## config.mk

```make
export PLATFORM = sky130hd
export DESIGN_NAME = wave_phase_ctrl
export DESIGN_NICKNAME = d
export VERILOG_FILES = /design/src/rtl/wave_phase_ctrl.sv
export SDC_FILE = /design/constraint.sdc
export NUM_CORES = 1
export LEC_CHECK = 0
export ABC_CLOCK_PERIOD_IN_PS = 3200
export BUFFER_PORTS_ARGS = -buffer_cell sky130_fd_sc_hd__clkbuf_2
export CAP_MARGIN = 20
export CORE_AREA = 2 2 60 62
export DETAILED_ROUTE_END_ITERATION = 8
export DIE_AREA = 0 0 62 64
export PLACE_DENSITY_LB_ADDON = 0.15
export SLEW_MARGIN = 20
export SYNTH_ARGS = -nofsm -noshare
export SYNTH_HDL_FRONTEND = slang
export SYNTH_SLANG_ARGS = --single-unit
```

## constraint.sdc

```tcl
create_clock -name clk -period 3.2 [get_ports clk]
set_clock_uncertainty 0.15 [all_clocks]
set_input_delay 0.48 -clock clk [delete_from_list [all_inputs] [get_ports clk]]
set_output_delay 0.48 -clock clk [all_outputs]
set_load 0.02 [all_outputs]
```

## src/rtl/wave_phase_ctrl.sv

```systemverilog
// Phase-accumulator ROM address generator with key-driven frequency index
// and waveform selection that only changes at a phase wrap.
module wave_phase_ctrl #(
  parameter int PHASE_W  = 24,
  parameter int BASE_FTW = 65536
) (
  input  logic       clk,
  input  logic       rst,
  input  logic       en,
  input  logic       freq_up,
  input  logic       freq_down,
  input  logic       wave_next,
  output logic [7:0] rom_addr,
  output logic       rom_rden,
  output logic [1:0] wave_sel,
  output logic [1:0] wave_sel_q,
  output logic [3:0] freq_idx,
  output logic       switch_pending,
  output logic       wrap_strobe
);

  localparam logic [1:0] ST_INIT = 2'd0;
  localparam logic [1:0] ST_RUN  = 2'd1;
  localparam logic [1:0] ST_PEND = 2'd2;

  localparam logic [PHASE_W-1:0] BASE = PHASE_W'(BASE_FTW);

  logic [1:0]         state_q, state_d;
  logic [PHASE_W-1:0] phase_q, phase_d;
  logic [PHASE_W-1:0] ftw;
  logic [PHASE_W:0]   phase_sum;
  logic [3:0]         freq_q, freq_d;
  logic [1:0]         wave_q, wave_d;
  logic [1:0]         wave_dly_q, wave_dly_d;
  logic               pend_q, pend_d;
  logic               wrap_q, wrap_d;
  logic               advance;
  logic               wrap;

  // (freq_idx + 1) * BASE_FTW, truncated to the accumulator width.
  assign ftw       = BASE * PHASE_W'(freq_q) + BASE;
  assign advance   = en && (state_q != ST_INIT);
  assign phase_sum = {1'b0, phase_q} + {1'b0, ftw};
  assign wrap      = advance && phase_sum[PHASE_W];

  always_comb begin
    phase_d    = advance ? phase_sum[PHASE_W-1:0] : phase_q;
    wrap_d     = wrap;
    wave_dly_d = wave_q;

    freq_d = freq_q;
    if (state_q != ST_INIT) begin
      if (freq_up && !freq_down && freq_q != 4'd15) begin
        freq_d = freq_q + 4'd1;
      end else if (freq_down && !freq_up && freq_q != 4'd0) begin
        freq_d = freq_q - 4'd1;
      end
    end

    state_d = state_q;
    wave_d  = wave_q;
    pend_d  = pend_q;
    case (state_q)
      ST_INIT: state_d = ST_RUN;
      ST_RUN: begin
        if (wave_next) begin
          state_d = ST_PEND;
          pend_d  = 1'b1;
        end
      end
      ST_PEND: begin
        // A request arriving on the wrap cycle itself is dropped.
        if (wrap) begin
          state_d = ST_RUN;
          wave_d  = wave_q + 2'd1;
          pend_d  = 1'b0;
        end
      end
      default: state_d = ST_INIT;
    endcase
  end

  always_ff @(posedge clk) begin
    if (rst) begin
      state_q    <= ST_INIT;
      phase_q    <= '0;
      freq_q     <= 4'd0;
      wave_q     <= 2'd0;
      wave_dly_q <= 2'd0;
      pend_q     <= 1'b0;
      wrap_q     <= 1'b0;
    end else begin
      state_q    <= state_d;
      phase_q    <= phase_d;
      freq_q     <= freq_d;
      wave_q     <= wave_d;
      wave_dly_q <= wave_dly_d;
      pend_q     <= pend_d;
      wrap_q     <= wrap_d;
    end
  end

  assign rom_addr       = phase_q[PHASE_W-1 -: 8];
  assign rom_rden       = advance;
  assign wave_sel       = wave_q;
  assign wave_sel_q     = wave_dly_q;
  assign freq_idx       = freq_q;
  assign switch_pending = pend_q;
  assign wrap_strobe    = wrap_q;

endmodule

```

==> qor.csv <==
metric;value;unit
outcome;completed;
largest net degree at the start of global routing;28;
vias;949;
Avg Vias per Cell;4.87;
post-route minimum period;2.48;ns
Layout Cells excl Fill;195;
worst hold path class;in2reg;
EDFF count, synth;0;
H-Tree Depth;1;
clock root cell;clkbuf_4;
Final Util;0.406;
GR Overflow Total;0;
Final setup viols;0;
CP startpoint kind;flip-flop;
Switch Pwr;0.171;mW
Resize count post-CTS;0;
share of cells above drive strength 1;0.262;
r2r startpoint;freq_idx[0];
final WL;2290;um
sw frac;0.308;
Buffers on Ports;24;
CTS Sinks;20;
gpl congestion;0.855;
HPWL after DPL;1740;um
setup_tns;0;ns
postcts setup bufs;0;
first-pass GRT wire length;3890;um
# fillers;336;
antenna cells;0;
leakage power;0.604;nW
Crit. End Element;flip-flop;
Pint;0.385;mW
Initial DRT Pass Iterations;4;
DP Worst Slack;0.713;ns
hold_sp;wave_next;
Avg Inst Size Synth;9.09;um^2
register share of total power;0.503;
DRC viols;0;
flops & latches, synth;20;
hold path cells;2;
design area;1330;um^2
Synth Instances;125;
CTS clk-pin slew, worst paths;0.12;ns
WS Path Type;reg2reg;
Worst EP required;3.26;ns
Post-Place Cells;191;
All-Layer GR Usage;0.130;
post-synth top area share;0.352;
Final Hold Vio Count;0;
Synth top cells by count;dfxtp_1 (20), nor2_1 (11), nor2b_1 (11), a21oi_1 (10), ha_1 (10);
largest cells by area after synthesis;dfxtp_1 (35%), ha_1 (11%), nor2b_1 (6.1%);
cts hold-fix bufs;0;
Crit path arrival time;2.53;ns
Crit Path Max Fanout;7;
drt wl/cell;11.8;um
post-synth top area cell;dfxtp_1;
sequential element share of the synthesized area;0.352;
Rows;21;
PnR worst setup slack;0.721;ns
Synth Net Count;143;
vias in the first global route;908;
core footprint;3280;um^2
Rel. slew slack;0.655;
synth-to-layout area growth;17.4;%
worst-margin pin slew;0.518;ns
highest clock rate;403;MHz
initial core utilization;0.346;
initial antenna violation count;0;
Period Utilization, post-route;0.775;
cell area after synthesis;1140;um^2
Max Slew Vio Count;0;
Max-Cap Viols;0;
Yosys Warn Count;0;
detailed router's first-iteration violation count;69;
Post-synth ARST share;0;
Clock Latency Late Sink;0.30;ns
number of top-level pins;25;
combinational power share;0.229;
hold path endpoint;state_q[1];
die width;62;um
cell with the most instances after synthesis;dfxtp_1;
layout net count;168;
distinct cell type count after synthesis;36;
R2R depth;10;
PD cells;417;nW/um^2
predominant post-synthesis flop cell;dfxtp_1;
remaining antenna violation count;0;
CTS tree;yes;
CTS Buffer Depth;2;
CTS Buf Count;3;
Die H;64;um
full die area;3970;um^2
RR Endpoint;phase_q[23];
Clk pwr share;0.269;
unrepaired setup endpoints after global routing;no;
Placement Cell Area;1300;um^2
R2R setup slack;0.72;ns
VDD IR max;117;uV
[cell families after synthesis]
kind of cell    share of synthesized area
simple gates                        0.209
buf+inv                            0.0430
flops                               0.352
xor+xnor                           0.0154
compound gates                      0.166
mux                                0.0683
fa+ha+maj                           0.145
[layer usage]
metal / wire, um / vias to the layer above / GRT usage / part of all wire
met5: 0 / - / 0 / 0
met4: 27 / 0 / 0.0638 / 0.012
li1: - / 492 / - / -
met1: 1110 / 439 / 0.172 / 0.48
met3: 48 / 2 / 0.0121 / 0.021
met2: 1110 / 16 / 0.206 / 0.48
[worst max-delay path, cell delays in order (launching register included)]
cell,delay [ns]
dfxtp_1,0.50
inv_1,0.11
ha_1,0.19
inv_1,0.05
ha_1,0.17
inv_1,0.06
fa_1,0.41
nor2b_1,0.11
o21ai_0,0.10
a21oi_1,0.18
mux2_2,0.35
[worst max-delay path by stage]
stage                startpoint     endpoint  slack, ns  cells after the start
CTS                 freq_idx[0]  phase_q[23]       0.70                     10
finish              freq_idx[0]  phase_q[23]       0.72                     10
floorplan           freq_idx[0]  phase_q[23]       0.80                     10
global route        freq_idx[0]  phase_q[23]       0.48                     10
detailed placement  freq_idx[0]  phase_q[23]       0.71                     10
global placement        freq_up  freq_idx[3]       0.74                      8
[final cells by class]
class	count	area, um^2	area share
Multi-Input combinational cell	93	687	0.515
Sequential cell	20	400	0.300
Timing Repair Buffer	24	120	0.0901
Inverter	8	32.5	0.0244
Tap cell	46	57.6	0.0432
Clock buffer	4	36.3	0.0272
[registers in the layout (all words and copies together) (netlist names)]
name,count
freq_idx,4
phase_q,8
state_q,2
switch_pending,1
wave_sel,2
wave_sel_q,2
wrap_strobe,1
[power groups by stage]
stage               logic, mW  registers, mW  clock network, mW
finish                  0.127          0.279              0.149
global route            0.143          0.282              0.173
CTS                     0.128          0.279              0.157
detailed placement      0.127          0.285                  0
global placement        0.130          0.284                  0
floorplan              0.0836          0.295                  0
[metrics by stage]
stage          power (mW)  hold WS [ns]
3_3_place_gp        0.414         0.314
5_1_grt             0.598         0.294
4_1_cts             0.565         0.298
6_report            0.556         0.314
3_5_place_dp        0.412         0.321
2_1_floorplan       0.378         0.358
[cells in the final DEF, fill, tap and decap left out]
cell type	instances
clkbuf_2	24
dfxtp_1	20
nor2b_1	11
nor2_1	11
a21oi_1	10
ha_1	10
inv_1	7
nand2_1	6
mux2_2	6
nand3_1	6
a211oi_1	4
o21ai_0	4
clkbuf_4	3
nand4_1	2
a21o_1	2
xnor2_1	2
fa_1	2
or2_1	1
nand2_4	1
inv_4	1
and4_1	1
o21ai_1	1
nor3_1	1
and3_1	1
o21ba_2	1
nand3b_1	1
o41ai_1	1
or4_4	1
a22o_1	1
a311oi_2	1
a22oi_1	1
a32o_1	1
mux2i_1	1
nand2b_1	1
o32ai_1	1
clkbuf_8	1
Note: power is estimated with default switching activity, not from simulation.
